`src/rtl/vec_accum.sv`:
```
// -----------------------------------------------------------------------------
// vec_accum
//   Reduces each signed product vector to one scalar with an adder tree. It adds
//   those scalars over every beat of a frame and emits one signed dot-product per
//   frame on a valid/ready output.
//   A frame ends on last_i, or is forced closed after MAX_BEATS beats
//   (truncated_o=1).
//
//   Optional feature: define VEC_ACCUM_SAT_EN to clamp every accumulation to the
//   signed OUT_BW range. Without it, accumulation wraps around at OUT_BW bits.
//
// Ports
//   clk_i        clock
//   rstn_i       synchronous active-low reset
//   data_i       VECTOR_SIZE signed BW-bit elements, element i at [(i+1)*BW-1:i*BW]
//   valid_i      input beat valid
//   last_i       final beat of frame (only meaningful on an accepted beat)
//   ready_o      block accepts a beat this cycle
//   data_o       signed frame result
//   valid_o      result valid
//   truncated_o  result closed by MAX_BEATS rather than last_i; qualified by valid_o
//   ready_i      downstream accepts result
// -----------------------------------------------------------------------------
module vec_accum #(
   parameter int unsigned BW          = 8,
   parameter int unsigned VECTOR_SIZE = 13,
   parameter int unsigned OUT_BW      = 24,
   parameter int unsigned MAX_BEATS   = 64
) (
   input  logic                        clk_i,
   input  logic                        rstn_i,
   input  logic [VECTOR_SIZE*BW-1:0]   data_i,
   input  logic                        valid_i,
   input  logic                        last_i,
   output logic                        ready_o,
   output logic [OUT_BW-1:0]           data_o,
   output logic                        valid_o,
   output logic                        truncated_o,
   input  logic                        ready_i
);

   // A one-bit counter is kept even for MAX_BEATS=1; it then never leaves zero.
   localparam int unsigned CntW = (MAX_BEATS > 1) ? $clog2(MAX_BEATS) : 1;
   localparam logic [CntW-1:0] LastCnt = CntW'(MAX_BEATS - 1);

   typedef enum logic {S_ACC, S_OUT} state_t;

   state_t            r_state;
   logic [OUT_BW-1:0] r_acc;
   logic [CntW-1:0]   r_beat_cnt;
   logic [OUT_BW-1:0] r_data;
   logic              r_valid;
   logic              r_trunc;

   logic              w_ready;
   logic              w_accept;
   logic              w_close;
   logic [OUT_BW-1:0] w_beat_sum;
   logic [OUT_BW-1:0] w_next;

   assign w_ready  = (r_state == S_ACC) | ((r_state == S_OUT) & ready_i);
   assign w_accept = valid_i & w_ready;
   assign w_close  = last_i | (r_beat_cnt == LastCnt);

   // Adder tree: every element is sign-extended to OUT_BW before summing.
   always_comb begin
      w_beat_sum = '0;
      for (int i = 0; i < int'(VECTOR_SIZE); i++) begin
         w_beat_sum = w_beat_sum + OUT_BW'($signed(data_i[i*BW +: BW]));
      end
   end

   // r_acc is zero whenever a result is held, so a beat taken during the output
   // handshake starts a fresh frame without a separate clear path.
`ifdef VEC_ACCUM_SAT_EN
   logic [OUT_BW:0] w_wide;

   assign w_wide = {r_acc[OUT_BW-1], r_acc} + {w_beat_sum[OUT_BW-1], w_beat_sum};

   // Overflow when the guard bit disagrees with the result sign; the guard bit
   // gives the true sign and selects which rail to clamp to.
   always_comb begin
      w_next = w_wide[OUT_BW-1:0];
      if (w_wide[OUT_BW] != w_wide[OUT_BW-1]) begin
         w_next = w_wide[OUT_BW] ? {1'b1, {(OUT_BW-1){1'b0}}} : {1'b0, {(OUT_BW-1){1'b1}}};
      end
   end
`else
   assign w_next = r_acc + w_beat_sum;
`endif

   always_ff @(posedge clk_i) begin
      if (!rstn_i) begin
         r_state    <= S_ACC;
         r_acc      <= '0;
         r_beat_cnt <= '0;
         r_data     <= '0;
         r_valid    <= 1'b0;
         r_trunc    <= 1'b0;
      end else begin
         // Result consumed; overridden below if this cycle's beat closes a frame.
         if ((r_state == S_OUT) && ready_i) begin
            r_valid <= 1'b0;
            r_state <= S_ACC;
         end
         if (w_accept) begin
            if (w_close) begin
               r_data     <= w_next;
               r_trunc    <= ~last_i;
               r_valid    <= 1'b1;
               r_acc      <= '0;
               r_beat_cnt <= '0;
               r_state    <= S_OUT;
            end else begin
               r_acc      <= w_next;
               r_beat_cnt <= r_beat_cnt + 1'b1;
            end
         end
      end
   end

   assign ready_o     = w_ready;
   assign data_o      = r_data;
   assign valid_o     = r_valid;
   assign truncated_o = r_trunc;

endmodule

```
`config.mk`:
```
export PLATFORM = sky130hd
export DESIGN_NAME = vec_accum
export DESIGN_NICKNAME = d
export VERILOG_FILES = /design/src/rtl/vec_accum.sv
export SDC_FILE = /design/constraint.sdc
export NUM_CORES = 1
export LEC_CHECK = 0
export CAP_MARGIN = 40
export CORE_MARGIN = 8
export CORE_UTILIZATION = 53
export DETAILED_ROUTE_END_ITERATION = 10
export HOLD_SLACK_MARGIN = 0.02
export PLACE_DENSITY_LB_ADDON = 0.12
export SETUP_SLACK_MARGIN = 0.2
export SLEW_MARGIN = 5
export SYNTH_ARGS = -nofsm -noshare
export SYNTH_HDL_FRONTEND = slang
export SYNTH_SLANG_ARGS = --single-unit
```
`constraint.sdc`:
```
create_clock -name clk_i -period 9.19 [get_ports clk_i]
set_input_delay 1.838 -clock clk_i [delete_from_list [all_inputs] [get_ports clk_i]]
set_output_delay 1.838 -clock clk_i [all_outputs]
set_load 0.02 [all_outputs]
```
==> results.yml, run 1 <==
run_status:
  status: "finished, final reports clean"
timing:
  max_slew_margin_pct: 50.3
  hold_viol: 0
  finalSetupViolations: 0
  grt_setup_unrepaired: "false"
  finClkSkew_ps: 4.98
  finalCritPeriodShare_pct: 93.4
  fmax_ghz: 0.117
  worst_pin_slew_ps: 743
  slew_violations: 0
  min_period_ps: 8580
  final.setup.tns_ps: 0
synthesis:
  syn_avg_cell_area_um2: 8.67
  synth_compound_area_share_pct: 16.5
  syn_inst: 752
  synth_fa_ha_area_share_pct: 37.8
  syn_nets: 1001
  async_flop_share_pct: 0
  synth-xor-area-share_pct: 4.03
  ys_types: 67
  synth_edf_count: 0
  seq_area_frac_synth_pct: 17.5
  synth_warnings: 0
  synth.area.mux_share_pct: 0.154
  syn_area_mm2: 0.00652
  synth_top_family_by_area: "adder cells"
  synth_seq_cells: 57
  synth-simple-area-share_pct: 11.6
  synth_ff_type: "dfxtp_1"
place:
  port_buffers: 135
  hpwl_um: 12800
  place_congestion: 0.921
die:
  rows: 40
  io_pins: 136
  design.core.area_mm2: 0.0120
  dieWidth_um: 127
  start_util_pct: 54.3
  dieArea_mm2: 0.0161
  chipHeight_um: 127
worst_setup_path:
  crit_fanout: 4
  critPathLaunchType: "input port"
  cp_data_required_time_ps: 9400
  rrSetupSlack_ps: 6300
  worstSetupPathType: "in2reg"
  arrival_ps: 8790
  setup.worst_path.end_class: "flip-flop"
  cp_common_cell: "fa_1"
  cp_slowest_cell: "fa_1"
  critPathMaxStageDelay_ps: 550
clocking:
  cts-root-buf: "clkbuf_16"
  htreeDepth: 3
  clk_latency_ps: 330
  tritoncts: "done"
  cts_buffers: 9
  clock_path_buffers: 2
  hold_buffers: 0
  clkTransAtPathRegs_ps: 50
  cts.sinks: 57
finish:
  drive_gt1_share_pct: 5.04
  n_antenna_cell: 0
  area_growth_pct: 29.7
  nets: 1137
routing:
  drtIter0Drc: 250
  vias_per_cell: 5.25
  ant_nets: 0
  wl_um: 15300
  drc_errors: 0
  drt_first_pass_iters: 5
  wl_per_cell_um: 14.7
  vias: 5458
global_route:
  grt_antenna_before_repair: 0
  overflow: 0
  grt_pass1_vias: 5702
  grt_pass1_wl_um: 26100
  track_usage_pct: 19.6
  grt_max_degree: 39
run:
  cap_violations: 0
hold_path:
  hp-class: "reg2reg"
## cell families (layout without fill, tap and decap cells)
kind of cell | count (synthesis) | in the layout
buffers and inverters | 212 | 353
AND/OR/NAND/NOR | 162 | 162
AO/OA/AOI/OAI | 150 | 150
adder cells (fa/ha/maj) | 140 | 140
flip-flops | 57 | 57
XOR/XNOR | 30 | 30
multiplexers | 1 | 1
## cells in the mapped netlist (all sizes together) (2+ instances only)
| master | n | area (um2) |
|---|---|---|
| o211ai | 4 | 30.0 |
| a2111oi | 3 | 51.3 |
| a32o | 3 | 30.0 |
| xor2 | 12 | 105 |
| o311a | 2 | 20.0 |
| and3 | 2 | 12.5 |
| o2111ai | 2 | 35.0 |
| nand4 | 6 | 37.5 |
| o21bai | 4 | 30.0 |
| nor3 | 8 | 40.0 |
| xnor2 | 18 | 158 |
| o21a | 6 | 45.0 |
| and4 | 3 | 26.3 |
| or4 | 3 | 22.5 |
| dfxtp | 57 | 1140 |
| o31ai | 2 | 20.0 |
| o21ai | 25 | 125 |
| nor2b | 3 | 18.8 |
| fa | 95 | 1900 |
| clkbuf | 14 | 52.6 |
| a41o | 3 | 31.3 |
| a211oi | 9 | 67.6 |
| buf | 7 | 36.3 |
| a22oi | 8 | 60.1 |
| a21o | 11 | 82.6 |
| a31oi | 6 | 43.8 |
| a31o | 3 | 26.3 |
| or2 | 2 | 12.5 |
| nand3 | 22 | 110 |
| or3 | 8 | 50.1 |
| inv | 191 | 717 |
| and2 | 3 | 18.8 |
| nor2 | 34 | 128 |
| nand2 | 60 | 225 |
| a21oi | 45 | 229 |
| o221ai | 2 | 17.5 |
| ha | 45 | 563 |
| nand2b | 5 | 31.3 |
## per-layer routing
metal	GRT usage (%)	vias up	wire length, um
li1	-	2683	-
met5	0	-	0
met3	4.15	13	666
met1	23.2	2641	6400
met4	4.20	0	128
met2	35.6	121	8100
## timing repair
item | CTS | global route
hold endpoints to repair | 0 | 0
resized for setup | 0 | 7
buffers inserted | 0 | 0
setup endpoints to repair | 0 | 14
## per-stage QoR
| step | hold WS, ps | cells | worst slack, ps | area, um2 | util (%) |
|---|---|---|---|---|---|
| after floorplan | 430 | 752 | 809 | 6520 | - |
| after global placement | 441 | 1022 | 85.1 | 8030 | 66.9 |
| after detailed placement | 447 | 1024 | 20.0 | 8070 | 67.2 |
| after CTS | 454 | 1040 | 323 | 8420 | 70.1 |
| after global routing | 476 | 1040 | 225 | 8450 | 70.4 |
| final | 449 | 1040 | 608 | 8450 | 70.4 |
## path summary, 6_finish.rpt
| kind | startpoint | end | cells after the start |
|---|---|---|---|
| worst max-delay path | data_i[50] | data_o[23] | 28 |
| worst min-delay path | data_o[1] | data_o[1] | 2 |
| worst max register to register | r_acc[0] | r_acc[18] | 9 |
| worst min register to register | data_o[1] | data_o[1] | 2 |
## final cells by class
| class | count | area, um2 |
|---|---|---|
| tap | 147 | 184 |
| clock buffer | 12 | 256 |
| inverter | 191 | 717 |
| sequential | 57 | 1140 |
| clock inverter | 4 | 98.8 |
| fill | 1005 | 3560 |
| timing repair buffer | 146 | 1450 |
| multi-input combinational | 483 | 4600 |
## flip-flops by register name, indices dropped and copies added (netlist names)
register     flops
valid_o          1
data_o          24
r_acc           24
r_state          1
truncated_o      1
r_beat_cnt       6
## placed cells by master, fill, tap and decap left out, types with 3 or more instances in the layout
cell             instances
o211ai_1                 4
dfxtp_1                 57
a31oi_1                  5
nand2b_1                 5
and2_1                   3
or3_1                    8
nand4_1                  6
bufinv_16                3
o21a_1                   6
xor2_1                  12
nand3_1                 22
o21ai_1                  4
or4_1                    3
nand2_1                 60
a21oi_2                  3
clkdlybuf4s50_1        135
inv_1                  190
xnor2_1                 18
a211oi_1                 9
and4_1                   3
a32o_1                   3
buf_4                   10
a21oi_1                 42
nor2b_1                  3
ha_1                    45
o21bai_1                 4
a21o_1                  11
o21ai_0                 20
nor3_1                   8
clkbuf_16                9
a22oi_1                  8
fa_1                    94
nor2_1                  34
## critical path: cells and delay by family
family,cells,cell delay [ps]
AOI/OAI and AO/OA,12,2380
and+or+nand+nor,2,270
adders and majority gates,8,3470
buffers and inverters,6,830
Power of run 1 is left out: the tool's default activity adds up to more than one toggle a clock period on the data nets, which glitch-free logic cannot reach.
==> run 2, diff against run 1 <==
GPL_TIMING_DRIVEN = 0   (was not set)
TNS_END_PERCENT = 10   (was not set)
==> run 2 against run 1 <==
Against the previous run: via count is 1.4% higher; utilization is 0.18 points higher; flip-flop and latch count stayed put; routed wire length is 2.7% higher.
==> results.yml, run 2 (synthesized netlist as in run 1, its figures left out) <==
timing:
  grt_setup_unrepaired: "false"
  hold_viol: 0
  max_slew_margin_pct: 57.6
  fmax_ghz: 0.116
  min_period_ps: 8630
  finalCritPeriodShare_pct: 93.9
  finClkSkew_ps: 7.41
  slew_violations: 0
  finalSetupViolations: 0
  worst_pin_slew_ps: 637
worst_setup_path:
  regToRegStartpoint: "r_acc[0]"
  crit_path_start: "data_i[50]"
  worstSetupPathType: "in2reg"
  setup.worst_path.end_class: "flip-flop"
  crit_fanout: 6
  critPathLaunchType: "input port"
  arrival_ps: 8840
  cp_data_required_time_ps: 9400
place:
  hpwl_um: 13300
  place_congestion: 0.895
  place_inst: 1034
  port_buffers: 135
  place_area_mm2: 0.00805
finish:
  stdcell_count: 1051
  fill_cells: 999
  n_antenna_cell: 0
  final_common_cell: "inv_1"
  register_area_mm2: 0.00114
  layout_common_cells: "inv_1, clkdlybuf4s50_1, fa_1"
  fin_util_pct: 70.6
  area_growth_pct: 30.0
  final_design_area_no_fill_mm2: 0.00848
  drive_gt1_share_pct: 5.31
  nets: 1148
  multi_input_area_mm2: 0.00465
routing:
  drc_errors: 0
  vias: 5536
  wl_um: 15700
  vias_per_cell: 5.27
  drt_first_pass_iters: 6
  ant_nets: 0
  wl_per_cell_um: 14.9
  drtIter0Drc: 167
die:
  io_pins: 136
  rows: 40
  chipHeight_um: 127
  dieArea_mm2: 0.0161
  dieWidth_um: 127
  design.core.area_mm2: 0.0120
  start_util_pct: 54.3
global_route:
  track_usage_pct: 20.3
  grt_max_degree: 11
  grt_antenna_before_repair: 0
  overflow: 0
  grt_pass1_vias: 5861
  grt_pass1_wl_um: 27000
run_status:
  status: "finished, final reports clean"
clocking:
  cts-root-buf: "clkbuf_16"
  clock_path_buffers: 2
  tritoncts: "done"
  cts.sinks: 57
  hold_buffers: 0
  cts_buffers: 9
  clkTransAtPathRegs_ps: 50
  htreeDepth: 3
  clk_latency_ps: 330
run:
  cap_violations: 0
hold_path:
  hold_start: "data_o[5]"
  hp-class: "reg2reg"
run 2: cell types whose count changed in the layout (fill, tap and decap cells not counted), sizes merged:
cell,previous run,this run
clkbuf,12,26
buf,11,8
bufinv,3,2
clkinv,1,0
clkinvlp,0,2
run 2: worst paths after layout:
| path | to | slack, ps | cells past startpoint |
|---|---|---|---|
| hold / removal | data_o[5] | 450 | 2 |
| hold reg to reg | data_o[5] | 450 | 2 |
| setup / recovery | data_o[23] | 560 | 27 |
| setup reg to reg | r_acc[18] | 6270 | 9 |
run 2: cell type report:
cell class | instances | share of cell area [%]
Timing Repair Buffer | 136 | 16.0
Inverter | 191 | 8.46
Sequential cell | 57 | 13.5
Multi-Input combinational cell | 483 | 54.9
Buffer | 21 | 1.05
Clock inverter | 4 | 0.886
Clock buffer | 12 | 3.03
Tap cell | 147 | 2.17
run 2: through the flow:
| step | TNS [ps] | setup slack, ps | hold slack [ps] |
|---|---|---|---|
| floorplan | 0 | 809 | 430 |
| global placement | -1710 | -282 | 441 |
| detailed placement | -2930 | -340 | 445 |
| CTS | 0 | 207 | 453 |
| global route | 0 | 222 | 472 |
| finish | 0 | 563 | 451 |
run 2: worst max-delay path, stage by stage:
cell and delay, ps:
clkdlybuf4s50_1 430, fa_1 540, inv_1 60, fa_1 490
inv_1 50, fa_1 520, fa_1 550, inv_1 50
fa_1 540, inv_1 50, ha_2 200, fa_2 350
a21o_1 190, a21oi_2 140, o21bai_1 90, a21oi_2 220
o21ai_4 100, or4_4 430, nand3_2 120, ha_4 220
a211o_1 350, a2111oi_4 420, o221ai_2 160, a31oi_2 210
or2_1 150, a21oi_1 40, a311o_1 310
run 2: layer usage:
metal | vias to the layer above | part of all wire [%] | GRT usage, %
met5 | - | 0 | 0
met4 | 0 | 1.2 | 4.27
met3 | 20 | 5.1 | 4.44
met2 | 141 | 53 | 36.2
met1 | 2666 | 41 | 24.4
li1 | 2709 | - | -
run 2: timing repair:
action                                  4_1_cts  5_1_grt
gates cloned                                  0        0
resized for setup                             5       11
endpoints found under the setup margin       12       14
setup buffers                                 0        1
pin swaps                                     0        9
Power of run 2 is left out for the same reason.
